==> src/rtl/controller_if.sv <==
// Decode-stage bus: instruction word and stall in, registered decode controls out.
// master = instruction fetch side, slave = controller.
interface controller_if;
    logic        stall;
    logic [31:0] in32;
    logic [5:0]  rs;
    logic [5:0]  rd;
    logic [5:0]  rt;
    logic [14:0] imm;
    logic [3:0]  ALUopsel;
    logic        WE1;
    logic        WE2;
    logic        MUXsel1;
    logic        MUXsel2;
    logic        illegal;

    modport master (
        output stall, in32,
        input  rs, rd, rt, imm, ALUopsel, WE1, WE2, MUXsel1, MUXsel2, illegal
    );

    modport slave (
        input  stall, in32,
        output rs, rd, rt, imm, ALUopsel, WE1, WE2, MUXsel1, MUXsel2, illegal
    );
endinterface

==> src/rtl/controller.sv <==
// Purpose: instruction decode into register specifiers, immediate and datapath controls.
// Latency: 1 cycle (all outputs registered). Backpressure: stall holds every output register.
// Option: CONTROLLER_ILLEGAL_TRAP_EN flags opcode 1110 as illegal; otherwise it decodes as NOP.
module controller (
    input  logic         clk,
    input  logic         rst,
    controller_if.slave  cif
);
    localparam logic [3:0] OP_NOP   = 4'b1010;
    localparam logic [3:0] OP_LOAD  = 4'b1100;
    localparam logic [3:0] OP_STORE = 4'b1101;
    localparam logic [3:0] OP_RSVD  = 4'b1110;

    logic       i_form;
    logic [3:0] op;
    logic [3:0] alu_nxt;
    logic       we1_nxt;
    logic       we2_nxt;
    logic       mux2_nxt;
    logic       ill_nxt;

    assign i_form = cif.in32[31];
    assign op     = cif.in32[30:27];

    // Plain ALU ops pass the opcode straight through as the ALU select.
    always_comb begin
        alu_nxt  = op;
        we1_nxt  = 1'b1;
        we2_nxt  = 1'b0;
        mux2_nxt = 1'b0;
        ill_nxt  = 1'b0;
        case (op)
            OP_NOP: begin
                alu_nxt = 4'b0000;
                we1_nxt = 1'b0;
            end
            OP_LOAD: begin
                alu_nxt  = 4'b0000;
                mux2_nxt = 1'b1;
            end
            OP_STORE: begin
                alu_nxt  = 4'b0000;
                we1_nxt  = 1'b0;
                we2_nxt  = 1'b1;
                mux2_nxt = 1'b1;
            end
            OP_RSVD: begin
                alu_nxt = 4'b0000;
                we1_nxt = 1'b0;
`ifdef CONTROLLER_ILLEGAL_TRAP_EN
                ill_nxt = 1'b1;
`else
                ill_nxt = 1'b0;
`endif
            end
            default: begin
            end
        endcase
    end

    always_ff @(posedge clk) begin
        if (rst) begin
            cif.rs       <= '0;
            cif.rd       <= '0;
            cif.rt       <= '0;
            cif.imm      <= '0;
            cif.ALUopsel <= '0;
            cif.WE1      <= 1'b0;
            cif.WE2      <= 1'b0;
            cif.MUXsel1  <= 1'b0;
            cif.MUXsel2  <= 1'b0;
            cif.illegal  <= 1'b0;
        end else if (!cif.stall) begin
            cif.rd       <= cif.in32[26:21];
            cif.rs       <= cif.in32[20:15];
            cif.rt       <= i_form ? 6'd0 : cif.in32[14:9];
            cif.imm      <= i_form ? cif.in32[14:0] : 15'd0;
            cif.ALUopsel <= alu_nxt;
            cif.WE1      <= we1_nxt;
            cif.WE2      <= we2_nxt;
            cif.MUXsel1  <= i_form;
            cif.MUXsel2  <= mux2_nxt;
            cif.illegal  <= ill_nxt;
        end
    end
endmodule

==> src/flat_wrapper.sv <==
// flat-port wrapper written by rule: the top's interface ports become plain ports
module controller_flat 
  (clk, rst, cif_stall, cif_in32, cif_rs, cif_rd, cif_rt, cif_imm, cif_ALUopsel, cif_WE1, cif_WE2, cif_MUXsel1, cif_MUXsel2, cif_illegal);
  controller_if cif_i ();
  input  logic clk;
  input  logic rst;
  input wire logic [$bits(cif_i.stall)-1:0] cif_stall;
  input wire logic [$bits(cif_i.in32)-1:0] cif_in32;
  output wire logic [$bits(cif_i.rs)-1:0] cif_rs;
  output wire logic [$bits(cif_i.rd)-1:0] cif_rd;
  output wire logic [$bits(cif_i.rt)-1:0] cif_rt;
  output wire logic [$bits(cif_i.imm)-1:0] cif_imm;
  output wire logic [$bits(cif_i.ALUopsel)-1:0] cif_ALUopsel;
  output wire logic [$bits(cif_i.WE1)-1:0] cif_WE1;
  output wire logic [$bits(cif_i.WE2)-1:0] cif_WE2;
  output wire logic [$bits(cif_i.MUXsel1)-1:0] cif_MUXsel1;
  output wire logic [$bits(cif_i.MUXsel2)-1:0] cif_MUXsel2;
  output wire logic [$bits(cif_i.illegal)-1:0] cif_illegal;
  assign cif_i.stall = cif_stall;
  assign cif_i.in32 = cif_in32;
  assign cif_rs = cif_i.rs;
  assign cif_rd = cif_i.rd;
  assign cif_rt = cif_i.rt;
  assign cif_imm = cif_i.imm;
  assign cif_ALUopsel = cif_i.ALUopsel;
  assign cif_WE1 = cif_i.WE1;
  assign cif_WE2 = cif_i.WE2;
  assign cif_MUXsel1 = cif_i.MUXsel1;
  assign cif_MUXsel2 = cif_i.MUXsel2;
  assign cif_illegal = cif_i.illegal;
  controller u_core (.clk(clk), .rst(rst), .cif(cif_i));
endmodule
==> config.mk <==
export PLATFORM = sky130hd
export DESIGN_NAME = controller_flat
export DESIGN_NICKNAME = d
export VERILOG_FILES = /design/src/rtl/controller_if.sv /design/src/rtl/controller.sv /design/src/flat_wrapper.sv
export SDC_FILE = /design/constraint.sdc
export NUM_CORES = 1
export LEC_CHECK = 0
export BUFFER_PORTS_ARGS = -buffer_cell sky130_fd_sc_hd__buf_2
export CELL_PAD_IN_SITES_DETAIL_PLACEMENT = 1
export CELL_PAD_IN_SITES_GLOBAL_PLACEMENT = 2
export CORE_ASPECT_RATIO = 0.8
export CORE_MARGIN = 2
export CORE_UTILIZATION = 24
export CTS_CLUSTER_DIAMETER = 150
export DETAILED_ROUTE_END_ITERATION = 10
export PLACE_DENSITY = 0.74
export SYNTH_ARGS = -nofsm -noshare
export SYNTH_HDL_FRONTEND = slang
export SYNTH_SLANG_ARGS = --single-unit
export TNS_END_PERCENT = 50
==> constraint.sdc <==
create_clock -name clk -period 1.2 [get_ports clk]
set_input_delay 0.24 -clock clk [delete_from_list [all_inputs] [get_ports clk]]
set_output_delay 0.24 -clock clk [all_outputs]
set_load 0.02 [all_outputs]
After elaboration in Yosys (flattened, before gate mapping)
Index checks and enable logic that the tools add are counted.
{"block": "word_totals", "ff_bits": 41, "in_bits": 35, "output_inout_bits": 42, "wordCells": 22}
{"block": "op_classes", "n_eq_ne": 4, "muxes": 6, "n_reduce_logical": 3}
{"operator": "4-bit equality test (second input constant)", "n": 4}
{"operator": "15-bit two-way mux", "n": 1}
{"operator": "6-bit two-way mux", "n": 1}
{"operator": "4-bit two-way mux", "n": 1}
{"operator": "4-bit OR reduction", "n": 1}
{"operator": "1-bit two-way mux", "n": 3}
{"operator": "3-bit OR reduction", "n": 1}
{"operator": "2-bit OR reduction", "n": 1}

Longest topological paths before layout
{"block": "logic_depth", "depth_word": 3, "depth_mapped": 5}

Worst setup path after synthesis
OpenSTA, ideal clock, no wires.
{"block": "synth_path", "path_kind": "input to register", "from": "input cif_stall", "to": "register u_core.cif.ALUopsel[3]", "t_arrival_ns": 0.979, "setup_slack_ns": 0.150, "path_stages": 3, "cell_sequence": "buf_6 -> or4_1 -> a21oi_1"}
{"item": "start: declaration", "line": "flat_wrapper.sv:7", "text": "input wire logic [$bits(cif_i.stall)-1:0] cif_stall;"}
{"item": "end signal: assignment", "line": "controller.sv:78", "text": "cif.ALUopsel <= alu_nxt;"}
{"item": "end: declaration", "line": "controller_if.sv:24", "text": "output rs, rd, rt, imm, ALUopsel, WE1, WE2, MUXsel1, MUXsel2, illegal"}

Worst setup path after layout
{"block": "layout_path", "from": "register u_core.cif.rt[5]", "to": "output cif_rt[5]"}
{"item": "start: declaration", "line": "controller_if.sv:24"}
{"item": "start signal: assignment", "line": "controller.sv:76", "text": "cif.rt <= i_form ? 6'd0 : cif.in32[14:9];"}
{"item": "end: declaration", "line": "flat_wrapper.sv:11", "text": "output wire logic [$bits(cif_i.rt)-1:0] cif_rt;"}
No word-level cell between the ends.

==> metrics.md <==
| Metric | Value |
|---|---|
| Ys Warns | 0 |
| Nets | 266 |
| Global-route wire length before repair | 6.49 mm |
| Max Cap Violations | 0 |
| Dpl cells | 305 |
| Mean Syn Cell Area | 9.63 um2 |
| HP Class | in2reg |
| Util after Layout | 34.6% |
| Filler Cell Count | 716 |
| Yosys top cell area share | 56.1% |
| Most common cell after layout, fill and taps aside | buf_2 |
| # IOs | 77 |
| Element type at the critical path end | primary output |
| Crit-path max FO | 2 |
| CP arrival | 0.82 ns |
| Port bufs | 75 |
| Core box area | 5910 um2 |
| Pre-CTS setup slack | -0.00894 ns |
| Critical path's top delay family | flip-flops |
| WS Path Type | reg2out |
| Share of layout cells above drive strength 1 | 39.7% |
| RSZ-0062 raised after global routing | false |
| Fin worst setup slack | 0.141 ns |
| Most frequent cells in the layout | buf_2, dfxtp_1, nor2_1, a22oi_1, mux2i_1 |
| Antenna violations before repair | 0 |
| Worst vdd ir | 0.000446 V |
| Syn nets | 187 |
| Slew Limit Fails | 0 |
| Final hold viol count | 0 |
| Area Growth Syn to Fin | 39.7% |
| Depth of the worst hold-timing path | 3 |
| Syn Std Cell Area | 1460 um2 |
| TritonCTS Buffers | 5 |
| Routed Antenna Nets | 0 |
| Largest net degree at the start of global routing | 25 |
| Dpl hpwl | 2.94 mm |
| Synth unique cells | 20 |
| Clock root buffer | clkbuf_8 |
| Setup Viol. Count Final | 0 |
| Combined area of the multi-input logic cells | 566 um2 |
| DR pass1 iterations | 3 |
| Stages on worst setup path | 1 |
| Die Wd | 91.3 um |
| Total grt overflow | 0 |
| Area leader, netlist | dfxtp_1 |
| Vias in the first global route | 1,323 |
| Startpoint Class | flip-flop |
| Post_cts resized | 0 |
| Final Power | 2.74 mW |
| Period utilisation layout | 88.3% |
| Mapped Cells | 152 |
| Clock transition at path regs | 0.08 ns |
| CTS tree | built |
| Number of H-tree levels | 2 |
| Critical path buffers and inverters | 1 |
| Critical-path cell list | buf_2 |
| Clk sink count | 41 |
| LEAKAGE | 1.01 nW |
| Total number of vias | 1,379 |
| Mean number of vias per cell | 4.41 |
| Clk Latency, worst-skew pair | 0.29 ns |
| Post-synthesis register bit count | 41 |
| Slowest stage delay, CP | 0.35 ns |
| Register area | 821 um2 |
| CTS Hold Bufs | 0 |
| Sequential element share of the synthesized area | 56.1% |
| Initial Util | 24.8% |
| Worst path slowest cell | dfxtp_1 |
| Initial DRC Count | 30 |
| CP required | 0.96 ns |
| Area of the die | 6740 um2 |
| WL/cell | 12.8 um |
| Minimum clock period after layout | 1.06 ns |
| Row Count | 25 |
| FF-to-FF path depth | 2 |
| Chip height | 73.9 um |
| Global-route usage over all layers | 12.6% |
| Status | finished, final reports clean |
| Setup Buffers After CTS | 0 |
| Worst-case clock buffer depth | 2 |
| Routability cong. | 0.713 |
| # diodes | 0 |
| Pwr dens | 1340 nW/um2 |
| Clk_skew | 0 ns |
| Fmax | 944 MHz |
| Final wirelength | 4.02 mm |
| Synth top area cells | dfxtp_1, a22oi_1, nor2_1, mux2i_1, a21oi_1 |
| Final std cells w/o fill | 313 |
| Drt drc | 0 |
## power by group
group / leakage (nW) / switching (mW) / internal [mW]
registers: 0.336 / 0.0291 / 1.42
logic: 0.632 / 0.239 / 0.170
clock network: 0.0450 / 0.480 / 0.404
## metrics by stage
| step | TNS, ns | hold WS, ns | instance area (um2) |
|---|---|---|---|
| floorplan | 0 | 0.384 | 1460 |
| finish | 0 | 0.170 | 2040 |
| CTS | 0 | 0.165 | 2040 |
| global route | 0 | 0.174 | 2040 |
| global placement | 0 | 0.449 | 1960 |
| detailed placement | -0.00894 | 0.458 | 1960 |
## final timing paths
path	startpoint	to	slack, ns
worst max-delay path	u_core.cif.rt[5]$_SDFFE_PP0N_	cif_rt[5]	0.14
worst min-delay path	cif_in32[17]	u_core.cif.rs[2]$_SDFFE_PP0N_	0.17
worst max register to register	u_core.cif.rt[5]$_SDFFE_PP0N_	u_core.cif.rt[5]$_SDFFE_PP0N_	0.53
worst min register to register	u_core.cif.ALUopsel[2]$_SDFFE_PP0N_	u_core.cif.ALUopsel[2]$_SDFFE_PP0N_	0.47
## logic make-up (layout without fill, tap and decap cells)
group	after synthesis	after routing	share of synthesized area, %
mux	12	12	8.21
simple gates	48	48	13.6
compound gates	34	34	16.6
buf+inv	16	96	5.30
flops	41	41	56.1
other cells	1	1	0.256
## cell usage after synthesis
library cell / number
dfxtp_1: 41
nor2_1: 36
a22oi_1: 22
mux2i_1: 12
a21oi_1: 6
clkbuf_1: 6
buf_2: 5
nand2_1: 5
nor2b_1: 4
inv_1: 3
o211ai_1: 2
o21bai_1: 2
a2111oi_0: 1
a211o_1: 1
and2_1: 1
buf_4: 1
buf_6: 1
conb_1: 1
nand4_1: 1
or4_1: 1
## layout make-up
cell class | instances | area share [%]
clock inverters | 2 | 0.490
inverters | 3 | 0.551
well taps | 81 | 4.96
repair buffers | 85 | 22.6
multi-input cells | 95 | 27.7
flip-flops and latches | 41 | 40.1
clock buffers | 6 | 3.55
## layer usage
metal | track usage [%] | wire length [um]
met3 | 4.00 | 281
met1 | 16.5 | 1950
met2 | 19.3 | 1730
met5 | 0 | 0
met4 | 5.05 | 65
## worst register-to-register path: stages (launching register included)
cell,delay [ns]
dfxtp_1,0.33
a22oi_1,0.18
nor2_1,0.06
## flip-flops by register name, indices dropped and copies added, names as in the netlist
signal / count
u_core.cif.WE1: 1
u_core.cif.rd: 6
u_core.cif.rt: 6
u_core.cif.WE2: 1
u_core.cif.MUXsel1: 1
u_core.cif.rs: 6
u_core.cif.ALUopsel: 4
u_core.cif.MUXsel2: 1
u_core.cif.imm: 15
Note: power is estimated with default switching activity, not from simulation.
